### src/rtl/bitfusion_mac_pe.sv
// bitfusion_mac_pe: bit-fusion multiply-accumulate processing element.
// Runtime precision of 8, 4 or 2 bits per lane, with a 3-stage pipeline
// (operand register, lane-product sum, accumulate) and a per-job beat counter.
// Optional macro BF_ACC_SAT_EN: when defined, the accumulator saturates
// instead of wrapping modulo 2^ACC_W.
module bitfusion_mac_pe #(
  parameter int unsigned ACC_W = 32,
  parameter int unsigned LEN_W = 8
) (
  input  logic             clk,
  input  logic             rst_n,
  input  logic             start,
  input  logic [1:0]       mode,
  input  logic             s_in,
  input  logic             s_weight,
  input  logic [LEN_W-1:0] len,
  input  logic             in_valid,
  output logic             in_ready,
  input  logic [7:0]       in_data,
  input  logic [7:0]       weight_data,
  output logic             out_valid,
  input  logic             out_ready,
  output logic [ACC_W-1:0] out_psum,
  output logic             busy
);

  // 9x9 signed lane product, largest possible beat sum fits in 18 bits
  localparam int unsigned PROD_W  = 18;
  localparam int unsigned SUM_W   = ACC_W + 4;
  localparam int unsigned DRAIN_W = 2;
  localparam logic [DRAIN_W-1:0] DRAIN_LAST = DRAIN_W'(2);

  typedef enum logic [1:0] {
    IDLE  = 2'd0,
    RUN   = 2'd1,
    DRAIN = 2'd2,
    OUT   = 2'd3
  } state_t;

  state_t             state;
  logic [1:0]         mode_q;
  logic               s_in_q;
  logic               s_w_q;
  logic [LEN_W-1:0]   len_q;
  logic [LEN_W-1:0]   beat_cnt;
  logic [DRAIN_W-1:0] drain_cnt;

  logic               s1_valid;
  logic [7:0]         s1_in;
  logic [7:0]         s1_w;
  logic               s2_valid;
  logic signed [PROD_W-1:0] s2_prod;
  logic [ACC_W-1:0]   acc;

  logic               accept_c;
  logic               start_ok_c;
  logic               signed_any_c;
  logic signed [PROD_W-1:0] prod_c;
  logic [ACC_W-1:0]   acc_nxt_c;

  assign accept_c     = in_valid & in_ready;
  assign start_ok_c   = (state == IDLE) && start && (mode != 2'b11) && (len != '0);
  assign signed_any_c = s_in_q | s_w_q;

  // Lane operand extension to a common 9-bit signed form
  function automatic logic signed [8:0] ext8(input logic [7:0] x, input logic s);
    return {s & x[7], x};
  endfunction

  function automatic logic signed [8:0] ext4(input logic [3:0] x, input logic s);
    return {{5{s & x[3]}}, x};
  endfunction

  function automatic logic signed [8:0] ext2(input logic [1:0] x, input logic s);
    return {{7{s & x[1]}}, x};
  endfunction

  function automatic logic signed [PROD_W-1:0] mul9(input logic signed [8:0] a,
                                                    input logic signed [8:0] b);
    logic signed [PROD_W-1:0] aw;
    logic signed [PROD_W-1:0] bw;
    aw = PROD_W'(a);
    bw = PROD_W'(b);
    return aw * bw;
  endfunction

  // Control FSM with registered handshake and status outputs
  always_ff @(posedge clk or negedge rst_n) begin
    if (!rst_n) begin
      state     <= IDLE;
      mode_q    <= '0;
      s_in_q    <= 1'b0;
      s_w_q     <= 1'b0;
      len_q     <= '0;
      beat_cnt  <= '0;
      drain_cnt <= '0;
      in_ready  <= 1'b0;
      out_valid <= 1'b0;
      busy      <= 1'b0;
      out_psum  <= '0;
    end else begin
      case (state)
        IDLE: begin
          if (start_ok_c) begin
            mode_q   <= mode;
            s_in_q   <= s_in;
            s_w_q    <= s_weight;
            len_q    <= len;
            beat_cnt <= '0;
            in_ready <= 1'b1;
            busy     <= 1'b1;
            state    <= RUN;
          end
        end
        RUN: begin
          if (accept_c) begin
            beat_cnt <= beat_cnt + LEN_W'(1);
            if (beat_cnt == len_q - LEN_W'(1)) begin
              in_ready  <= 1'b0;
              drain_cnt <= '0;
              state     <= DRAIN;
            end
          end
        end
        DRAIN: begin
          // Last beat still has stage 2 and stage 3 to traverse
          if (drain_cnt == DRAIN_LAST) begin
            out_psum  <= acc;
            out_valid <= 1'b1;
            state     <= OUT;
          end else begin
            drain_cnt <= drain_cnt + DRAIN_W'(1);
          end
        end
        OUT: begin
          if (out_ready) begin
            out_valid <= 1'b0;
            busy      <= 1'b0;
            state     <= IDLE;
          end
        end
        default: state <= IDLE;
      endcase
    end
  end

  // Stage 1: capture operands of each accepted beat
  always_ff @(posedge clk or negedge rst_n) begin
    if (!rst_n) begin
      s1_valid <= 1'b0;
      s1_in    <= '0;
      s1_w     <= '0;
    end else begin
      s1_valid <= accept_c;
      if (accept_c) begin
        s1_in <= in_data;
        s1_w  <= weight_data;
      end
    end
  end

  // Lane split and sum of lane products for the latched precision
  always_comb begin
    prod_c = '0;
    case (mode_q)
      2'b01: begin
        for (int i = 0; i < 2; i++) begin
          prod_c = prod_c + mul9(ext4(s1_in[4*i +: 4], s_in_q),
                                 ext4(s1_w[4*i +: 4], s_w_q));
        end
      end
      2'b10: begin
        for (int i = 0; i < 4; i++) begin
          prod_c = prod_c + mul9(ext2(s1_in[2*i +: 2], s_in_q),
                                 ext2(s1_w[2*i +: 2], s_w_q));
        end
      end
      default: prod_c = mul9(ext8(s1_in, s_in_q), ext8(s1_w, s_w_q));
    endcase
  end

  // Stage 2: register the beat product
  always_ff @(posedge clk or negedge rst_n) begin
    if (!rst_n) begin
      s2_valid <= 1'b0;
      s2_prod  <= '0;
    end else begin
      s2_valid <= s1_valid;
      if (s1_valid) begin
        s2_prod <= prod_c;
      end
    end
  end

`ifdef BF_ACC_SAT_EN
  localparam logic [SUM_W-1:0] SMAX = {5'b00000, {(ACC_W-1){1'b1}}};
  localparam logic [SUM_W-1:0] SMIN = {5'b11111, {(ACC_W-1){1'b0}}};

  logic [SUM_W-1:0] acc_x_c;
  logic [SUM_W-1:0] prod_x_c;
  logic [SUM_W-1:0] sum_c;

  // Saturating accumulate on a widened sum, clamp range set by signedness
  always_comb begin
    acc_x_c  = signed_any_c ? SUM_W'($signed(acc)) : SUM_W'(acc);
    prod_x_c = signed_any_c ? SUM_W'(s2_prod) : SUM_W'($unsigned(s2_prod));
    sum_c    = acc_x_c + prod_x_c;
    acc_nxt_c = sum_c[ACC_W-1:0];
    if (signed_any_c) begin
      if ($signed(sum_c) > $signed(SMAX)) begin
        acc_nxt_c = {1'b0, {(ACC_W-1){1'b1}}};
      end else if ($signed(sum_c) < $signed(SMIN)) begin
        acc_nxt_c = {1'b1, {(ACC_W-1){1'b0}}};
      end
    end else if (|sum_c[SUM_W-1:ACC_W]) begin
      acc_nxt_c = '1;
    end
  end
`else
  logic [ACC_W-1:0] prod_ext_c;

  // Wrapping accumulate modulo 2^ACC_W
  always_comb begin
    prod_ext_c = signed_any_c ? ACC_W'(s2_prod) : ACC_W'($unsigned(s2_prod));
    acc_nxt_c  = acc + prod_ext_c;
  end
`endif

  // Stage 3: accumulator, cleared when a job is accepted
  always_ff @(posedge clk or negedge rst_n) begin
    if (!rst_n) begin
      acc <= '0;
    end else if (start_ok_c) begin
      acc <= '0;
    end else if (s2_valid) begin
      acc <= acc_nxt_c;
    end
  end

endmodule
### config.mk
export PLATFORM = sky130hd
export DESIGN_NAME = bitfusion_mac_pe
export DESIGN_NICKNAME = d
export VERILOG_FILES = /design/src/rtl/bitfusion_mac_pe.sv
export SDC_FILE = /design/constraint.sdc
export NUM_CORES = 1
export LEC_CHECK = 0
export ABC_AREA = 1
export BUFFER_PORTS_ARGS = -buffer_cell sky130_fd_sc_hd__buf_2
export CAP_MARGIN = 10
export CORE_ASPECT_RATIO = 0.75
export CORE_MARGIN = 4
export CORE_UTILIZATION = 50
export DETAILED_ROUTE_END_ITERATION = 6
export GPL_TIMING_DRIVEN = 0
export PLACE_DENSITY_LB_ADDON = 0.15
export SYNTH_ARGS = -nofsm -noshare
export SYNTH_HDL_FRONTEND = slang
export SYNTH_SLANG_ARGS = --single-unit
### constraint.sdc
create_clock -name clk -period 5.07 [get_ports clk]
set_input_delay 0.2535 -clock clk [delete_from_list [all_inputs] [get_ports clk]]
set_output_delay 0.2535 -clock clk [all_outputs]
set_load 0.02 [all_outputs]
==> results of run 1 <==
## logic make-up (layout without fill, tap and decap cells)
family / count (synthesis) / in the layout / synth area share [%]
flip-flops: 127 / 127 / 22.4
XOR/XNOR: 41 / 41 / 2.53
adder cells (fa/ha/maj): 286 / 286 / 33.6
buffers and inverters: 427 / 574 / 11.5
AO/OA/AOI/OAI: 281 / 281 / 10.8
AND/OR/NAND/NOR: 642 / 642 / 18.4
multiplexers: 9 / 9 / 0.715
## worst max-delay path: cells and delay by family (launching register included)
kind / cells / cell delay, ns
adders and majority gates: 6 / 2.87
and+or+nand+nor: 13 / 1.04
DFF: 1 / 0.49
buffers and inverters: 6 / 0.49
## layout by cell type (no fill, tap or decap), types with 6 or more instances in the layout
| cell | n |
|---|---|
| inv_2 | 27 |
| nor2_4 | 10 |
| xor2_1 | 25 |
| a21boi_0 | 7 |
| a21o_1 | 9 |
| fa_2 | 13 |
| fa_1 | 146 |
| o21ai_2 | 6 |
| inv_6 | 6 |
| nor2_1 | 99 |
| nor3_1 | 10 |
| nand2_2 | 22 |
| ha_4 | 19 |
| nand3_2 | 7 |
| o31ai_1 | 7 |
| dfrtp_1 | 117 |
| a21oi_1 | 79 |
| nand3_1 | 48 |
| buf_2 | 71 |
| dfrtp_2 | 10 |
| nor2_2 | 6 |
| nand2_1 | 400 |
| o22ai_1 | 9 |
| o21ai_0 | 129 |
| a21oi_2 | 8 |
| o21bai_1 | 7 |
| buf_4 | 51 |
| xnor2_1 | 15 |
| clkbuf_1 | 18 |
| inv_1 | 348 |
| buf_6 | 12 |
| nand4_1 | 8 |
| clkbuf_16 | 17 |
| mux2_2 | 9 |
| nand2_4 | 8 |
| ha_1 | 108 |
## cell type report
type | count | share of cell area, %
tap | 385 | 2.86
timing repair buffer | 123 | 4.80
inverter | 385 | 8.74
clock buffer | 17 | 2.53
sequential | 127 | 19.0
clock inverter | 15 | 1.00
buffer | 34 | 1.23
multi-input combinational | 1259 | 59.9
## timing repair
action	4_1_cts	5_1_grt
setup buffers	29	25
hold buffers	1	0
gates resized for setup	117	104
pin swaps	43	81
endpoints found under the hold margin	43	0
endpoints found under the setup margin	16	14
## path summary, 6_finish.rpt
path                       startpoint           to  slack [ns]  cells after the start
max in group asynchronous       rst_n        s_w_q        3.89                      3
min                          s_weight        s_w_q        0.02                      3
max reg2reg                    s_in_q  s2_prod[15]        0.02                     25
max                            s_in_q  s2_prod[15]        0.02                     25
min reg2reg                  s1_valid     s2_valid        0.47                      0
min in group asynchronous       rst_n      s1_w[1]        0.34                      2
## routing by layer
layer  wire length, um  GRT usage, %  up-vias
met1             19400          41.1     5953
li1                  -             -     5887
met2             16100          35.6      371
met4               475          4.49        0
met3              3230          5.73       25
met5                 0             0        -
## metrics by stage
step	util (%)	hold WS (ns)
3_5_place_dp	53.8	0.231
2_1_floorplan	-	-0.0421
5_1_grt	60.1	0.0129
4_1_cts	58.1	0.00693
6_report	60.1	0.0184
3_3_place_gp	53.6	0.452
## sequential cells by signal (all words and copies together) (netlist names)
signal     count
s1_valid       1
len_q          8
s1_w           8
state          2
in_ready       1
beat_cnt       8
s_w_q          1
out_psum      32
s_in_q         1
busy           1
acc           32
s1_in          8
s2_prod       18
s2_valid       1
mode_q         2
out_valid      1
drain_cnt      2
==> reports/qor.yml, run 1 <==
placement:
  port_buffers: 67
  dp_cells: 2266
  dpl_cell_area_sq_um: 15000
  gp_congestion: 0.990
  hpwlAfterDp_mm: 31.2
  place_ws_ns: -0.939
routing:
  wirelength_mm: 39.3
  antenna_left: 0
  first_pass_iters: 6
  drt_iter0_markers: 958
  wl_per_cell_um: 16.7
  viasPerCell: 5.22
  route.detailed.drc: 0
  vias: 12236
setup_path:
  crit_slowest_cell: "fa_2"
  worstPathMaxFanout: 8
  max_stage_delay_ns: 0.63
  worstSetupEndpointType: "flip-flop"
  crit_path_frequent_cell: "fa_1"
  critPathKind: "flip-flop to flip-flop"
  setup.worst_path.start_class: "flip-flop"
  arrival_ns: 5.37
  required_ns: 5.39
synthesis:
  synth_seq_cells: 127
  synth_nets: 2132
  synth_common_cells: "nand2_1 (428), inv_1 (380), fa_1 (159)"
  synth_edf_count: 0
  avgSynthCellArea_sq_um: 7.82
  yosysWarnings: 0
  async_flop_share_pct: 100
  synthFlopType: "dfrtp_1"
  syn_inst: 1813
  ys_seq_area_share_pct: 22.4
  synth_cell_types: 41
  synth.most_common_cell: "nand2_1"
  netlist_area_sq_um: 14200
  ys_top_cells_by_area: "fa_1 (22%), dfrtp_1 (22%), nand2_1 (11%), ha_1 (11%), inv_1 (10%)"
  synth_top_area_cell: "fa_1"
  synth_top_area_share_pct: 22.4
layout:
  multi_input_area_sq_um: 10100
  diodes: 0
  ff_latch_area_sq_um: 3190
  nFillCells: 2549
  drive_gt1_share_pct: 17.6
  area_growth_pct: 18.6
  final_area_sq_um: 16800
  final_cells: 2345
  fin_nets: 2266
clock_tree:
  numCtsBuffers: 17
  htreeDepth: 4
  clock-sinks: 127
  clk_path_buf_depth: 2
  cts_tree: "done"
  clk_pin_slew_ns: 0.07
  clockRootBuffer: "clkbuf_16"
  clock_latency_ns: 0.43
sta:
  maxSlewViolCount: 0
  finalSetupViolCount: 0
  setup_tns_ns: 0
  hold_violations: 0
  relSlewSlack_pct: 52.2
  fin_crit_sh_pct: 99.6
  max_freq_ghz: 0.198
  fin_ws_ns: 0.0207
  worstMarginPinSlew_ns: 0.718
  layout_min_cycle_time_ns: 5.05
  rsz0062_at_grt: "true"
  fin_skew_ns: 0.0133
floorplanning:
  fp.coreArea_sq_um: 28000
  ios: 68
  die-height_um: 154
  dieArea_sq_um: 31200
  rows: 53
  initial_utilization_pct: 50.7
  fp.dieW_um: 202
grt:
  gr-total-overflow: 0
  grt_max_degree: 85
  antenna_found_initial: 0
  track_usage_pct: 25.6
  grt_pass1_wl_mm: 63.0
  grt_pass1_vias: 11836
worst_hold_path:
  hold_class: "input pin to flip-flop"
flow_run:
  maxCapViolCount: 0
status:
  outcome: "complete, no violations"
Power of run 1 is not shown: default switching activity piles up to over one toggle a cycle in this logic, so the estimate is an artifact.
==> run 2: changes to the inputs <==
--- a/config.mk
+++ b/config.mk
@@ -6,11 +6,14 @@
 export NUM_CORES = 1
 export LEC_CHECK = 0
 export ABC_AREA = 1
+export ABC_CLOCK_PERIOD_IN_PS = 5070
 export BUFFER_PORTS_ARGS = -buffer_cell sky130_fd_sc_hd__buf_2
 export CAP_MARGIN = 10
+export CELL_PAD_IN_SITES_DETAIL_PLACEMENT = 0
+export CELL_PAD_IN_SITES_GLOBAL_PLACEMENT = 2
 export CORE_ASPECT_RATIO = 0.75
 export CORE_MARGIN = 4
-export CORE_UTILIZATION = 50
+export CORE_UTILIZATION = 35
 export DETAILED_ROUTE_END_ITERATION = 6
 export GPL_TIMING_DRIVEN = 0
 export PLACE_DENSITY_LB_ADDON = 0.15
==> reports/qor.yml, run 2 (synthesis results as in run 1) <==
setup_path:
  rr_worst_depth: 24  # was 25
  arrival_ns: 5.39  # was 5.37 ns
  worstPathMaxFanout: 8  # unchanged
  reg2reg_to: "s2_prod[15]"  # unchanged
  worstSetupEndpointType: "flip-flop"  # unchanged
  timing.rr.start: "s1_in[7]"  # was s_in_q
  required_ns: 5.43  # was 5.39 ns
  critPathKind: "flip-flop to flip-flop"  # unchanged
  setup.worst_path.start_class: "flip-flop"  # unchanged
  rrSetupSlack_ns: 0.04  # was 0.02 ns
sta:
  finalSetupViolCount: 0  # unchanged
  setup_tns_ns: 0  # unchanged
  layout_min_cycle_time_ns: 5.03  # was 5.05 ns
  relSlewSlack_pct: 39.7  # was 52.2%
  maxSlewViolCount: 0  # unchanged
  whs_ns: 0.0156  # was 0.0184 ns
  fin_crit_sh_pct: 99.3  # was 99.6%
  fin_skew_ns: 0.00866  # was 0.0133 ns
  hold_violations: 0  # unchanged
  max_freq_ghz: 0.199  # was 0.198 GHz
  rsz0062_at_grt: "true"  # unchanged
  worstMarginPinSlew_ns: 0.895  # was 0.718 ns
routing:
  dr_wl_met3_mm: 3.00  # was 3.23 mm
  first_pass_iters: 5  # was 6
  wl_per_cell_um: 18.4  # was 16.7 um
  antenna_left: 0  # unchanged
  viasPerCell: 4.86  # was 5.22
  wirelength_mm: 46.1  # was 39.3 mm
  drt_iter0_markers: 988  # was 958
  vias: 12160  # was 12236
  wl_met1_mm: 25.4  # was 19.4 mm
  route.detailed.drc: 0  # unchanged
  highest_layer: "met4"  # unchanged
  wl_met2_mm: 17.2  # was 16.1 mm
layout:
  ff_latch_area_sq_um: 3190  # unchanged
  final_common_cell: "nand2_1"  # unchanged
  final_cell_mix: "nand2_1 (392), inv_1 (343), fa_1 (140)"  # was nand2_1 (400), inv_1 (348), fa_1 (146)
  multi_input_area_sq_um: 10100  # about the same
  area_growth_pct: 21.8  # was 18.6%
  fin_nets: 2290  # was 2266
  drive_gt1_share_pct: 18.6  # was 17.6%
  diodes: 0  # unchanged
  nFillCells: 4029  # was 2549
  top_regs: "acc (32), out_psum (32), s2_prod (18)"  # unchanged
grt:
  gr-total-overflow: 0  # unchanged
  grt_pass1_vias: 12219  # was 11836
  track_usage_pct: 22.0  # was 25.6%
  grt_max_degree: 78  # was 85
  antenna_found_initial: 0  # unchanged
  grt_pass1_wl_mm: 72.8  # was 63.0 mm
status:
  outcome: "complete, no violations"  # unchanged
clock_tree:
  clock_latency_ns: 0.47  # was 0.43 ns
  htreeDepth: 4  # unchanged
  clock-sinks: 127  # unchanged
  clk_pin_slew_ns: 0.06  # was 0.07 ns
  numCtsBuffers: 17  # unchanged
  clockRootBuffer: "clkbuf_16"  # unchanged
  clk_path_buf_depth: 2  # unchanged
  cts_tree: "done"  # unchanged
floorplanning:
  fp.coreArea_sq_um: 39800  # was 28000 sq um
  dieArea_sq_um: 43800  # was 31200 sq um
  initial_utilization_pct: 35.6  # was 50.7%
  rows: 63  # was 53
  die-height_um: 182  # was 154 um
  fp.dieW_um: 240  # was 202 um
  ios: 68  # unchanged
placement:
  gp_congestion: 0.879  # was 0.990
  hpwlAfterDp_mm: 37.5  # was 31.2 mm
  port_buffers: 67  # unchanged
worst_hold_path:
  min_to: "len_q[3]"  # was s_w_q
  hold_depth: 3  # unchanged
  hp-start: "len[3]"  # was s_weight
  hold_class: "input pin to flip-flop"  # unchanged
flow_run:
  maxCapViolCount: 0  # unchanged
==> run 2: worst max-delay path, stage by stage (launching register included) <==
cell and delay (ns):
dfrtp_1 0.38, buf_8 0.17, buf_12 0.12, nand2_8 0.05
nor2_4 0.14, inv_2 0.07, fa_2 0.62, buf_6 0.13
fa_2 0.42, inv_1 0.08, fa_2 0.46, fa_2 0.40
fa_1 0.48, ha_4 0.31, inv_1 0.06, nor4_2 0.27
nand2_1 0.12, nand2_1 0.09, nand2_2 0.06, nand3_4 0.12
nand2_4 0.08, nand2_8 0.11, nand2_1 0.07, nand2_1 0.06
nand2_1 0.05
==> run 2: how the worst max path moves through the flow <==
stage / from / end / slack, ns / cells past startpoint
CTS: s_in_q / s2_prod[17] / 0.002 / 25
floorplan: s1_in[7] / s2_prod[13] / 0.008 / 22
detailed placement: s1_in[7] / s2_prod[17] / -1.03 / 24
global route: s_w_q / s2_prod[13] / -0.19 / 21
global placement: s1_in[7] / s2_prod[17] / -1.07 / 24
finish: s1_in[7] / s2_prod[15] / 0.04 / 24
==> run 2: stage by stage <==
step	setup slack, ns	util (%)	area (sq um)	cells
floorplan	0.00804	-	14200	1813
global placement	-1.07	38.1	15200	2400
detailed placement	-1.03	38.2	15200	2401
CTS	0.00151	41.8	16600	2476
global route	-0.194	43.4	17300	2503
finish	0.0379	43.4	17300	2503
==> run 2: repair_timing <==
action	in CTS	in global routing
setup buffers	29	27
endpoints found under the setup margin	16	13
cloned	0	0
endpoints found under the hold margin	98	0
resized for setup	109	134
hold buffers	23	0
pin swaps	31	95
==> run 2: layout make-up <==
cell class | count | area share (%)
clock buffer | 17 | 2.46
clock inverter | 14 | 1.03
inverter | 385 | 8.46
buffer | 34 | 1.22
timing repair buffer | 147 | 6.30
multi-input combinational | 1259 | 58.3
tap | 520 | 3.77
sequential | 127 | 18.5
==> run 2: layer usage <==
layer  vias to the layer above  track usage [%]
li1                       5948                -
met1                      5904             37.0
met2                       280             28.3
met3                        28             4.97
met4                         0             3.78
met5                         -                0
Power of run 2 is left out for the same reason.
==> run 3: changes to the inputs <==
--- a/config.mk
+++ b/config.mk
@@ -7,16 +7,17 @@
 export LEC_CHECK = 0
 export ABC_AREA = 1
 export ABC_CLOCK_PERIOD_IN_PS = 5070
-export BUFFER_PORTS_ARGS = -buffer_cell sky130_fd_sc_hd__buf_2
 export CAP_MARGIN = 10
 export CELL_PAD_IN_SITES_DETAIL_PLACEMENT = 0
 export CELL_PAD_IN_SITES_GLOBAL_PLACEMENT = 2
 export CORE_ASPECT_RATIO = 0.75
 export CORE_MARGIN = 4
-export CORE_UTILIZATION = 35
+export CORE_UTILIZATION = 36
 export DETAILED_ROUTE_END_ITERATION = 6
+export DONT_BUFFER_PORTS = 1
 export GPL_TIMING_DRIVEN = 0
 export PLACE_DENSITY_LB_ADDON = 0.15
+export SKIP_LAST_GASP = 1
 export SYNTH_ARGS = -nofsm -noshare
 export SYNTH_HDL_FRONTEND = slang
 export SYNTH_SLANG_ARGS = --single-unit
==> reports/qor.yml, run 3 (synthesis results as in run 1) <==
status:
  outcome: "finished, violations left"  # was complete, no violations
  violations: "setup timing"
sta:
  worstMarginPinSlew_ns: 0.922  # was 0.895 ns
  max_freq_ghz: 0.197  # was 0.199 GHz
  maxSlewViolCount: 0  # unchanged
  fin_skew_ns: 0.0112  # was 0.00866 ns
  fin_ws_ns: -0.0162  # was 0.0379 ns
  relSlewSlack_pct: 37.9  # was 39.7%
  hold_violations: 0  # unchanged
  layout_min_cycle_time_ns: 5.09  # was 5.03 ns
  finalSetupViolCount: 1  # was 0
  fin_crit_sh_pct: 100  # was 99.3%
  rsz0062_at_grt: "true"  # unchanged
  setup_tns_ns: -0.0162  # was 0 ns
routing:
  wirelength_mm: 45.3  # was 46.1 mm
  first_pass_iters: 5  # unchanged
  vias: 11824  # was 12160
  wl_per_cell_um: 18.7  # was 18.4 um
  viasPerCell: 4.87  # was 4.86
  route.detailed.drc: 0  # unchanged
  drt_iter0_markers: 801  # was 988
  antenna_left: 0  # unchanged
floorplanning:
  die-height_um: 180  # was 182 um
  ios: 68  # unchanged
  fp.dieW_um: 237  # was 240 um
  fp.coreArea_sq_um: 38600  # was 39800 sq um
  rows: 62  # was 63
  initial_utilization_pct: 36.8  # was 35.6%
  dieArea_sq_um: 42700  # was 43800 sq um
layout:
  fin_nets: 2223  # was 2290
  diodes: 0  # unchanged
  nFillCells: 3904  # was 4029
  final_cell_mix: "nand2_1 (401), inv_1 (351), fa_1 (140)"  # was nand2_1 (392), inv_1 (343), fa_1 (140)
  drive_gt1_share_pct: 14.2  # was 18.6%
  final_area_sq_um: 16800  # was 17300 sq um
  final_common_cell: "nand2_1"  # unchanged
  area_growth_pct: 18.6  # was 21.8%
  top_regs: "acc (32), out_psum (32), s2_prod (18)"  # unchanged
placement:
  gp_congestion: 0.890  # was 0.879
  hpwlAfterDp_mm: 36.9  # was 37.5 mm
  dpl_cell_area_sq_um: 14800  # was 15200 sq um
  port_buffers: 0  # was 67
setup_path:
  worstPathMaxFanout: 6  # was 8
  rr_worst_depth: 24  # unchanged
  worstSetupEndpointType: "flip-flop"  # unchanged
  critPathKind: "flip-flop to flip-flop"  # unchanged
  setup.worst_path.start_class: "flip-flop"  # unchanged
  required_ns: 5.47  # was 5.43 ns
  arrival_ns: 5.49  # was 5.39 ns
worst_hold_path:
  hold_class: "input pin to flip-flop"  # unchanged
  hold_depth: 4  # was 3
clock_tree:
  clk_pin_slew_ns: 0.07  # was 0.06 ns
  clock-sinks: 127  # unchanged
  cts_tree: "done"  # unchanged
  htreeDepth: 4  # unchanged
  clk_path_buf_depth: 2  # unchanged
  clockRootBuffer: "clkbuf_16"  # unchanged
  numCtsBuffers: 17  # unchanged
  clock_latency_ns: 0.46  # was 0.47 ns
grt:
  gr-total-overflow: 0  # unchanged
  grt_max_degree: 128  # was 78
  grt_pass1_wl_mm: 71.0  # was 72.8 mm
  antenna_found_initial: 0  # unchanged
  track_usage_pct: 21.8  # was 22.0%
  grt_pass1_vias: 11799  # was 12219
flow_run:
  maxCapViolCount: 0  # unchanged
==> run 3: what timing repair did <==
| item | CTS | global route |
|---|---|---|
| pin swaps | 31 | 80 |
| resized for setup | 89 | 120 |
| hold buffers | 30 | 0 |
| cloned | 0 | 0 |
| setup buffers | 21 | 29 |
| hold endpoints to repair | 155 | 0 |
| endpoints found under the setup margin | 16 | 16 |
==> run 3: metal layers <==
metal | track usage, % | up-vias | routed length [um]
li1 | - | 5807 | -
met1 | 36.4 | 5720 | 25100
met2 | 28.2 | 268 | 16900
met3 | 4.47 | 29 | 2790
met4 | 4.48 | 0 | 594
met5 | 0 | - | 0
==> run 3: through the flow <==
stage	hold slack (ns)	setup WS [ns]	cells	utilization [%]
2_1_floorplan	-0.0421	0.00804	1813	-
3_5_place_dp	-0.0388	-0.956	2325	38.5
5_1_grt	0.0971	-0.168	2429	43.6
3_3_place_gp	-0.0388	-0.967	2325	38.5
6_report	0.0577	-0.0162	2429	43.6
4_1_cts	0.0307	-0.0414	2400	42.0
==> run 3: layout make-up <==
| cell class | instances | area [sq um] | share of cell area, % |
|---|---|---|---|
| clock buffers | 17 | 425 | 2.53 |
| flip-flops and latches | 127 | 3190 | 19.0 |
| repair buffers | 80 | 728 | 4.33 |
| clock inverters | 15 | 145 | 0.863 |
| plain buffers | 34 | 206 | 1.23 |
| inverters | 385 | 1470 | 8.74 |
| well taps | 512 | 641 | 3.81 |
| multi-input cells | 1259 | 10000 | 59.5 |
==> run 3: worst paths after layout <==
kind	start	to	slack, ns
min in group asynchronous	rst_n	len_q[0]	0.42
worst min-delay path	out_ready	out_valid	0.06
max in group asynchronous	rst_n	acc[19]	4.06
worst max-delay path	s_in_q	s2_prod[7]	-0.02
worst max register to register	s_in_q	s2_prod[7]	-0.02
worst min register to register	s2_prod[14]	s2_prod[14]	0.48
==> run 3: worst max-delay path, cell delays in order, from the launching register on <==
cell,delay [ns]
dfrtp_2,0.51
buf_6,0.17
nand2_8,0.09
nor2_4,0.08
buf_12,0.13
buf_4,0.12
fa_2,0.51
inv_1,0.05
fa_2,0.52
inv_1,0.06
fa_2,0.53
fa_1,0.45
fa_2,0.59
ha_4,0.23
a21oi_2,0.14
nand2_2,0.11
nand2_2,0.08
nand2_1,0.06
a21oi_2,0.13
nor2_1,0.05
nor2_1,0.08
nand2_1,0.07
nand3_1,0.09
nand3_1,0.08
nand2_1,0.07
Power of run 3 is left out for the same reason.
